==> src/rtl/hazard_pkg.sv <==
// Shared types and constants for the pipeline hazard/forwarding controller.
// Scoreboard entry layout and forwarding select encodings.
package hazard_pkg;

  localparam int MAX_REG_ADDR_W = 8;

  localparam int FWD_RF      = 0;
  localparam int FWD_EXE_MEM = 1;
  localparam int FWD_MEM_WB  = 2;

  typedef struct packed {
    logic                      valid;
    logic [MAX_REG_ADDR_W-1:0] rd;
    logic                      reg_write;
    logic                      mem_read;
  } sb_entry_t;

  function automatic int sel_w(input int fwd_stages);
    return $clog2(fwd_stages + 1);
  endfunction

endpackage

==> src/rtl/sat_counter.sv <==
// Saturating up-counter: increments when enabled and inc is high,
// sticks at all-ones.
module sat_counter #(
  parameter int CNT_W = 32
) (
  input  logic             clk,
  input  logic             rst,
  input  logic             enable,
  input  logic             inc,
  output logic [CNT_W-1:0] cnt
);

  always_ff @(posedge clk) begin
    if (rst) begin
      cnt <= '0;
    end else if (enable && inc && (cnt != '1)) begin
      cnt <= cnt + CNT_W'(1);
    end
  end

endmodule

==> src/rtl/pipe_hazard_unit.sv <==
// Hazard and forwarding controller for the 5-stage core: shift-register
// scoreboard of in-flight writers, load-use stall, forwarding, flush.
module pipe_hazard_unit
  import hazard_pkg::*;
#(
  parameter int NUM_SRC       = 2,
  parameter int REG_ADDR_W    = 5,
  parameter int FWD_STAGES    = 2,
  parameter int LOAD_LAT      = 1,
  parameter int RESOLVE_STAGE = 3,
  parameter int CNT_W         = 32,
  localparam int SEL_W        = sel_w(FWD_STAGES)
) (
  input  logic                          clk,
  input  logic                          rst,
  input  logic                          enable,
  input  logic                          id_valid,
  input  logic [NUM_SRC*REG_ADDR_W-1:0] id_rs_addr,
  input  logic [NUM_SRC-1:0]            id_rs_used,
  input  logic [REG_ADDR_W-1:0]         id_rd_addr,
  input  logic                          id_reg_write,
  input  logic                          id_mem_read,
  input  logic                          redirect,
  output logic                          stall,
  output logic                          bubble,
  output logic [RESOLVE_STAGE-2:0]      flush,
  output logic [NUM_SRC*SEL_W-1:0]      fwd_sel,
  output logic [NUM_SRC-1:0]            id_bypass,
  output logic [CNT_W-1:0]              stall_cnt,
  output logic [CNT_W-1:0]              flush_cnt
);

  sb_entry_t sb_q [FWD_STAGES+1];
  sb_entry_t id_entry;

  logic                     load_use;
  logic [NUM_SRC*SEL_W-1:0] fwd_nxt;
  logic [NUM_SRC-1:0]       byp_raw;

  always_comb begin
    id_entry           = '0;
    id_entry.valid     = id_valid;
    id_entry.rd        = MAX_REG_ADDR_W'(id_rd_addr);
    id_entry.reg_write = id_reg_write;
    id_entry.mem_read  = id_mem_read;
  end

  // Youngest match wins; a WB-only match becomes an ID bypass.
  always_comb begin
    load_use = 1'b0;
    fwd_nxt  = '0;
    byp_raw  = '0;
    for (int i = 0; i < NUM_SRC; i++) begin : g_src
      logic [REG_ADDR_W-1:0] rs;
      logic                  found;
      logic                  m;
      rs    = id_rs_addr[i*REG_ADDR_W +: REG_ADDR_W];
      found = 1'b0;
      fwd_nxt[i*SEL_W +: SEL_W] = SEL_W'(FWD_RF);
      for (int d = 0; d <= FWD_STAGES; d++) begin
        m = sb_q[d].valid && sb_q[d].reg_write &&
            id_rs_used[i] && (rs != '0) &&
            (sb_q[d].rd == MAX_REG_ADDR_W'(rs));
        if (m && (d < LOAD_LAT) && sb_q[d].mem_read) begin
          load_use = 1'b1;
        end
        if (m && !found) begin
          found = 1'b1;
          if (d < FWD_STAGES) begin
            fwd_nxt[i*SEL_W +: SEL_W] = SEL_W'(FWD_EXE_MEM + d);
          end else begin
            byp_raw[i] = 1'b1;
          end
        end
      end
    end
  end

  assign stall     = enable && load_use && !redirect;
  assign bubble    = stall;
  assign flush     = {(RESOLVE_STAGE-1){enable && redirect}};
  assign id_bypass = enable ? byp_raw : '0;

  always_ff @(posedge clk) begin
    if (rst) begin
      for (int d = 0; d <= FWD_STAGES; d++) begin
        sb_q[d] <= '0;
      end
      fwd_sel <= '0;
    end else if (enable) begin
      sb_q[0] <= (stall || redirect) ? '0 : id_entry;
      // Stages younger than the resolve point are squashed on redirect.
      for (int d = 0; d < FWD_STAGES; d++) begin
        sb_q[d+1] <= (redirect && (2 + d < RESOLVE_STAGE)) ?
                     '0 : sb_q[d];
      end
      fwd_sel <= redirect ? '0 : fwd_nxt;
    end
  end

  sat_counter #(
    .CNT_W (CNT_W)
  ) u_stall_cnt (
    .clk    (clk),
    .rst    (rst),
    .enable (enable),
    .inc    (stall),
    .cnt    (stall_cnt)
  );

  sat_counter #(
    .CNT_W (CNT_W)
  ) u_flush_cnt (
    .clk    (clk),
    .rst    (rst),
    .enable (enable),
    .inc    (redirect),
    .cnt    (flush_cnt)
  );

endmodule

==> config.mk <==
export PLATFORM = sky130hd
export DESIGN_NAME = pipe_hazard_unit
export DESIGN_NICKNAME = d
export VERILOG_FILES = /design/src/rtl/hazard_pkg.sv /design/src/rtl/sat_counter.sv /design/src/rtl/pipe_hazard_unit.sv
export SDC_FILE = /design/constraint.sdc
export NUM_CORES = 1
export LEC_CHECK = 0
export CORE_UTILIZATION = 40
export CTS_CLUSTER_SIZE = 28
export DETAILED_ROUTE_END_ITERATION = 10
export MAX_ROUTING_LAYER = met4
export PLACE_DENSITY = 0.75
export SYNTH_ARGS = -nofsm -noshare
export SYNTH_HDL_FRONTEND = slang
export SYNTH_HIERARCHICAL = 1
export SYNTH_SLANG_ARGS = --single-unit
export TNS_END_PERCENT = 30
==> constraint.sdc <==
create_clock -name clk -period 7.2 [get_ports clk]
set_input_delay 1.44 -clock clk [delete_from_list [all_inputs] [get_ports clk]]
set_output_delay 1.44 -clock clk [all_outputs]
set_load 0.1 [all_outputs]
### Word level (Yosys, flattened, before mapping)

Memory sizes are Yosys's and may differ from the RTL's.
Cells that the tools add are included.

* reduce and logical (&&, ||, !) cells: 41
* add/sub/neg operators: 2
* multiplexer cells: 24
* magnitude comparators: 0
* bitwise gates (word level): 3
* div/mod/pow operators: 0
* equality and inequality tests: 8
* shifts and indexed selects: 0
* multipliers: 0

Operators by type and width (number)
* 32-bit by 1-bit adder with 32-bit output (second input constant): 2
* 32-bit != test (second input constant): 2
* 11-bit 2-to-1 mux: 5
* 8-bit by 5-bit == test with 1-bit output: 6
* 1-bit logical AND: 33
* 1-bit 2-to-1 mux: 15
* 5-bit nonzero test: 2
* 2-bit 2-to-1 mux: 3
* 1-bit zero test: 5
* 4-bit 2-to-1 mux: 1
* 1-bit OR: 3
* 1-bit logical OR: 1

* memories: 1
* word-level logic and storage cells: 82
* latch bits: 0
* bits of input ports: 24
* memory bits (writable): 33
* memory bits (read-only): 0
* register bits: 68
* output and inout bits: 74

Memories
* sb_q: words 3, width 11, rd ports 3, clocked after memory_dff 0, write ports 3, line pipe_hazard_unit.sv:33 `sb_entry_t sb_q [FWD_STAGES+1];`

### Logic depth before layout (Yosys ltp)

An unclocked memory read counts as a cell.

* depth in word-level cells: 13
* mapped depth: 12
* depth with buffers taken out: 10

### By module

Netlist, hierarchy kept.

Modules (own cells, without submodules)
* sat_counter: instances 2, sequential area each 640.6 µm², cells an instance 201, area an instance 1666.6 µm²
* pipe_hazard_unit: instances 1, sequential area each 740.7 µm², cells an instance 129, area an instance 1423.9 µm²

### Worst setup path before layout

No wires, ideal clock.

* kind: in2out
* start: input port id_rs_addr[1]
* end: output port id_bypass[0]
* data arrival time: 4462 ps
* required time: 5760 ps
* cell stages on the path: 4
* path buffers: 0
* setup slack: 1298 ps
* path through: or4_1 -> o21ai_2 -> or4_1 -> nor3b_1

* word-level cells in the longest chain between the ends: 11
* elaborated cells on any way between the ends: 18
* classes of those cells: eq/ne (3); mux (4); reduce/logical (11)

RTL lines
* from (decl): line pipe_hazard_unit.sv:18 `input logic [NUM_SRC*REG_ADDR_W-1:0] id_rs_addr,`
* 5-bit nonzero test: line pipe_hazard_unit.sv:62 `id_rs_used[i] && (rs != '0) &&`
* 1-bit logical AND (2 in series): line pipe_hazard_unit.sv:62
* 1-bit 2-to-1 mux: line pipe_hazard_unit.sv:67 `if (m && !found) begin`
* 1-bit zero test: line pipe_hazard_unit.sv:67
* 1-bit logical AND: line pipe_hazard_unit.sv:67
* 1-bit 2-to-1 mux: line pipe_hazard_unit.sv:67
* 1-bit zero test: line pipe_hazard_unit.sv:67
* 1-bit logical AND *: line pipe_hazard_unit.sv:67
* 1-bit 2-to-1 mux *: line pipe_hazard_unit.sv:67
* 2-bit 2-to-1 mux *: line pipe_hazard_unit.sv:82 `assign id_bypass = enable ? byp_raw : '0;`
* to (decl): line pipe_hazard_unit.sv:28 `output logic [NUM_SRC-1:0] id_bypass,`

Mark *: on every way between the ends. The rest lies on a longest branch, timed or not.

### Final worst setup path

* start: input port id_rs_addr[0]
* end: output port bubble

* word-level cells in the longest chain between the ends: 8
* elaborated cells on any way between the ends: 9
* classes of those cells: eq/ne (1); mux (2); reduce/logical (6)

RTL lines
* 5-bit nonzero test: line pipe_hazard_unit.sv:62
* 1-bit logical AND: line pipe_hazard_unit.sv:62
* 1-bit logical AND *: line pipe_hazard_unit.sv:62
* 1-bit logical AND *: line pipe_hazard_unit.sv:64 `if (m && (d < LOAD_LAT) && sb_q[d].mem_read) begin`
* 1-bit 2-to-1 mux * (2 in series): line pipe_hazard_unit.sv:64
* 1-bit logical AND * (2 in series): line pipe_hazard_unit.sv:79 `assign stall = enable && load_use && !redirect;`
* to (decl): line pipe_hazard_unit.sv:25 `output logic bubble,`

Marked as above.

==> impl_metrics.ini <==
[yosys]
async_flop_share = 0
synth_warnings = 6
synth-edff-count = 22
ys_seq_area_frac = 0.425
synth_flop_cell = dfxtp_1
syn_area_sq_um = 4760
synthCells = 531
ys_seq_elements = 90
synth_nets = 557
avgSynthCellArea_sq_um = 8.96
synth.distinct_cells = 50

[detailed_routing]
wire_per_inst_microns = 15.5
drc = 10
viasPerCell = 5.73
routed_wl_microns = 12000
dr.first_iter.drc_count = 232
drt-pass1-iter-count = 8
num_vias = 4425
postRouteAntennaNets = 0

[critical_path]
cp.required_ns = 5.76
crit_path_start_kind = input port
crit_type = input port to output port
cp_max_fo = 9
worst_setup_path_end_kind = output port
arrival_ns = 4.56

[floorplanning]
io_pins = 98
design.core.area_sq_um = 11500
die_area_sq_um = 12300
initial_core_util = 0.413
num_rows = 39
die_h_microns = 111
die_x_microns = 111

[power_and_ir_drop]
p_seq_frac = 0.486
p_sw_frac = 0.223
ir_drop_v = 0.0000938
finalPower_mw = 1.10
power.density_nw_per_um2 = 181
comb_power_share = 0.061
clkPwrFrac = 0.454
p_int_mw = 0.857
p_switching_mw = 0.245
p_leak_nw = 1.93

[global_routing]
grt_usage = 0.203
grt_pass1_wl_microns = 19800
overflow = 0
grt_max_degree = 79
antenna_found_initial = 0
grt_pass1_vias = 4123

[finish]
nets = 650
stdcell_area_sq_um = 6110
layout-drive-gt1-share = 0.0636
multi_input_area_sq_um = 2570
antenna_cells = 0
syn_to_final_growth_pct = 28.4
ff_latch_area_sq_um = 2020
num-fill-cells = 1044
postLayoutCoreUtil = 0.530

[clock_network]
clkSinkCount = 90
cts_setup_buffers = 0
htree_num_levels = 3
clkTransAtPathRegs_ns = 0.06
cts_buffers = 9
cts_resized = 0
worstSkewPairLatency_ns = 0.34
root_buffer = clkbuf_16
cts_tree = done
cts-hold-fix-buffers = 0
ctsLongestPathBuffers = 2

[placed_design]
place_congestion = 0.890
hpwl_microns = 8600
placement.io_buffers = 97
place_area_sq_um = 5800

[run]
max_cap_viol_count = 0

[sta]
layout_min_cycle_time_ns = 6.00
timing.slew.headroom = 0.298
tightestPinTransition_ns = 1.05
slew_violations = 0
finalHoldViolations = 0
whs_ns = 0.486
fmax_mhz = 167
post-route-period-util = 0.833
setup_viol = 0
rsz0062_at_grt = no
fin_setup_tns_ns = 0
fin_skew_ns = 0.00793

[run_status]
status = finished, violations left
violations = DRC

[hold_path]
hold_path_class = register to register
-- final timing paths --
kind,start,end,slack [ns],depth (start not counted)
worst max-delay path,id_rs_addr[0],bubble,1.20,7
worst min-delay path,fwd_sel[0],fwd_sel[0],0.49,1
worst max register to register,sb_q[0][4],u_stall_cnt/cnt[22],3.62,10
worst min register to register,fwd_sel[0],fwd_sel[0],0.49,1
-- stage by stage --
stage	cells	setup WS, ns
final	772	1.20
after detailed placement	756	1.23
after CTS	772	1.22
after global routing	772	1.04
after floorplan	531	1.30
after global placement	756	1.30
-- synthesized netlist by cell type, types with 3 or more instances --
library cell / instances / area [sq um]
a21oi_1: 40 / 200
a22o_1: 3 / 26.3
and2_1: 17 / 106
and4_1: 4 / 35.0
buf_2: 5 / 25.0
clkbuf_1: 5 / 18.8
dfxtp_1: 68 / 1360
dlymetal6s2s_1: 4 / 50.1
edfxtp_1: 22 / 661
inv_1: 13 / 48.8
mux2_1: 4 / 45.0
mux2_2: 4 / 45.0
nand2_1: 47 / 176
nand3_1: 23 / 115
nand4_1: 14 / 87.6
nand4_2: 6 / 75.1
nor2_1: 42 / 158
nor2b_1: 14 / 87.6
nor3_1: 11 / 55.1
nor4_1: 9 / 56.3
o211ai_1: 6 / 45.0
o21ai_0: 33 / 165
o31ai_1: 14 / 105
or3_1: 26 / 163
or4_1: 13 / 97.6
xnor2_1: 30 / 263
xor2_1: 12 / 105
-- final cells by class --
cell class	instances	share of cell area
flip-flops and latches	90	0.331
clock inverters	6	0.0133
multi-input cells	411	0.420
well taps	143	0.0293
clock buffers	10	0.0375
repair buffers	99	0.161
inverters	13	0.00799
-- layer usage --
metal	GRT usage	wire, microns
met3	0.0323	593
met5	-	0
met4	0.0874	243
met1	0.256	5480
met2	0.324	5680
-- registers in the layout, indices dropped and copies added (netlist names) --
signal	count
sb_q	22
u_stall_cnt/cnt	32
u_flush_cnt/cnt	32
fwd_sel	4
-- worst max-delay path: stages --
cell and delay [ns]:
clkdlybuf4s50_1 0.60, xnor2_1 0.15, nand4_1 0.12, nor3_2 0.33
o21a_1 0.36, and3b_1 0.36, clkdlybuf4s50_1 1.18
-- kinds of logic (layout without fill, tap and decap cells) --
group                    after synthesis  in the layout  share of synthesized area
AND/OR/NAND/NOR                      252            252                      0.304
AO/OA/AOI/OAI                        107            107                      0.134
flip-flops                            90             90                      0.425
XOR/XNOR                              42             42                     0.0773
buffers and inverters                 30            128                     0.0355
multiplexers                           8              8                     0.0189
adder cells (fa/ha/maj)                2              2                    0.00526
-- cell usage in the layout (no fill, tap or decap), types with 22 or more instances in the layout --
cell | Yosys | layout
dfxtp_1 | 68 | 68
nand3_1 | 23 | 23
nor2_1 | 42 | 42
edfxtp_1 | 22 | 22
or3_1 | 26 | 26
xnor2_1 | 30 | 30
a21oi_1 | 40 | 40
clkdlybuf4s50_1 | 0 | 96
o21ai_0 | 33 | 33
nand2_1 | 47 | 47
-- power groups by stage --
| stage | combinational (mW) | sequential, mW | clock (mW) |
|---|---|---|---|
| 3_3_place_gp | 0.0654 | 0.547 | 0 |
| 2_1_floorplan | 0.0377 | 0.547 | 0 |
| 4_1_cts | 0.0673 | 0.535 | 0.505 |
| 5_1_grt | 0.0719 | 0.536 | 0.531 |
| 3_5_place_dp | 0.0671 | 0.547 | 0 |
| 6_report | 0.0667 | 0.536 | 0.500 |
No activity file was read; power rests on OpenSTA's default activity.
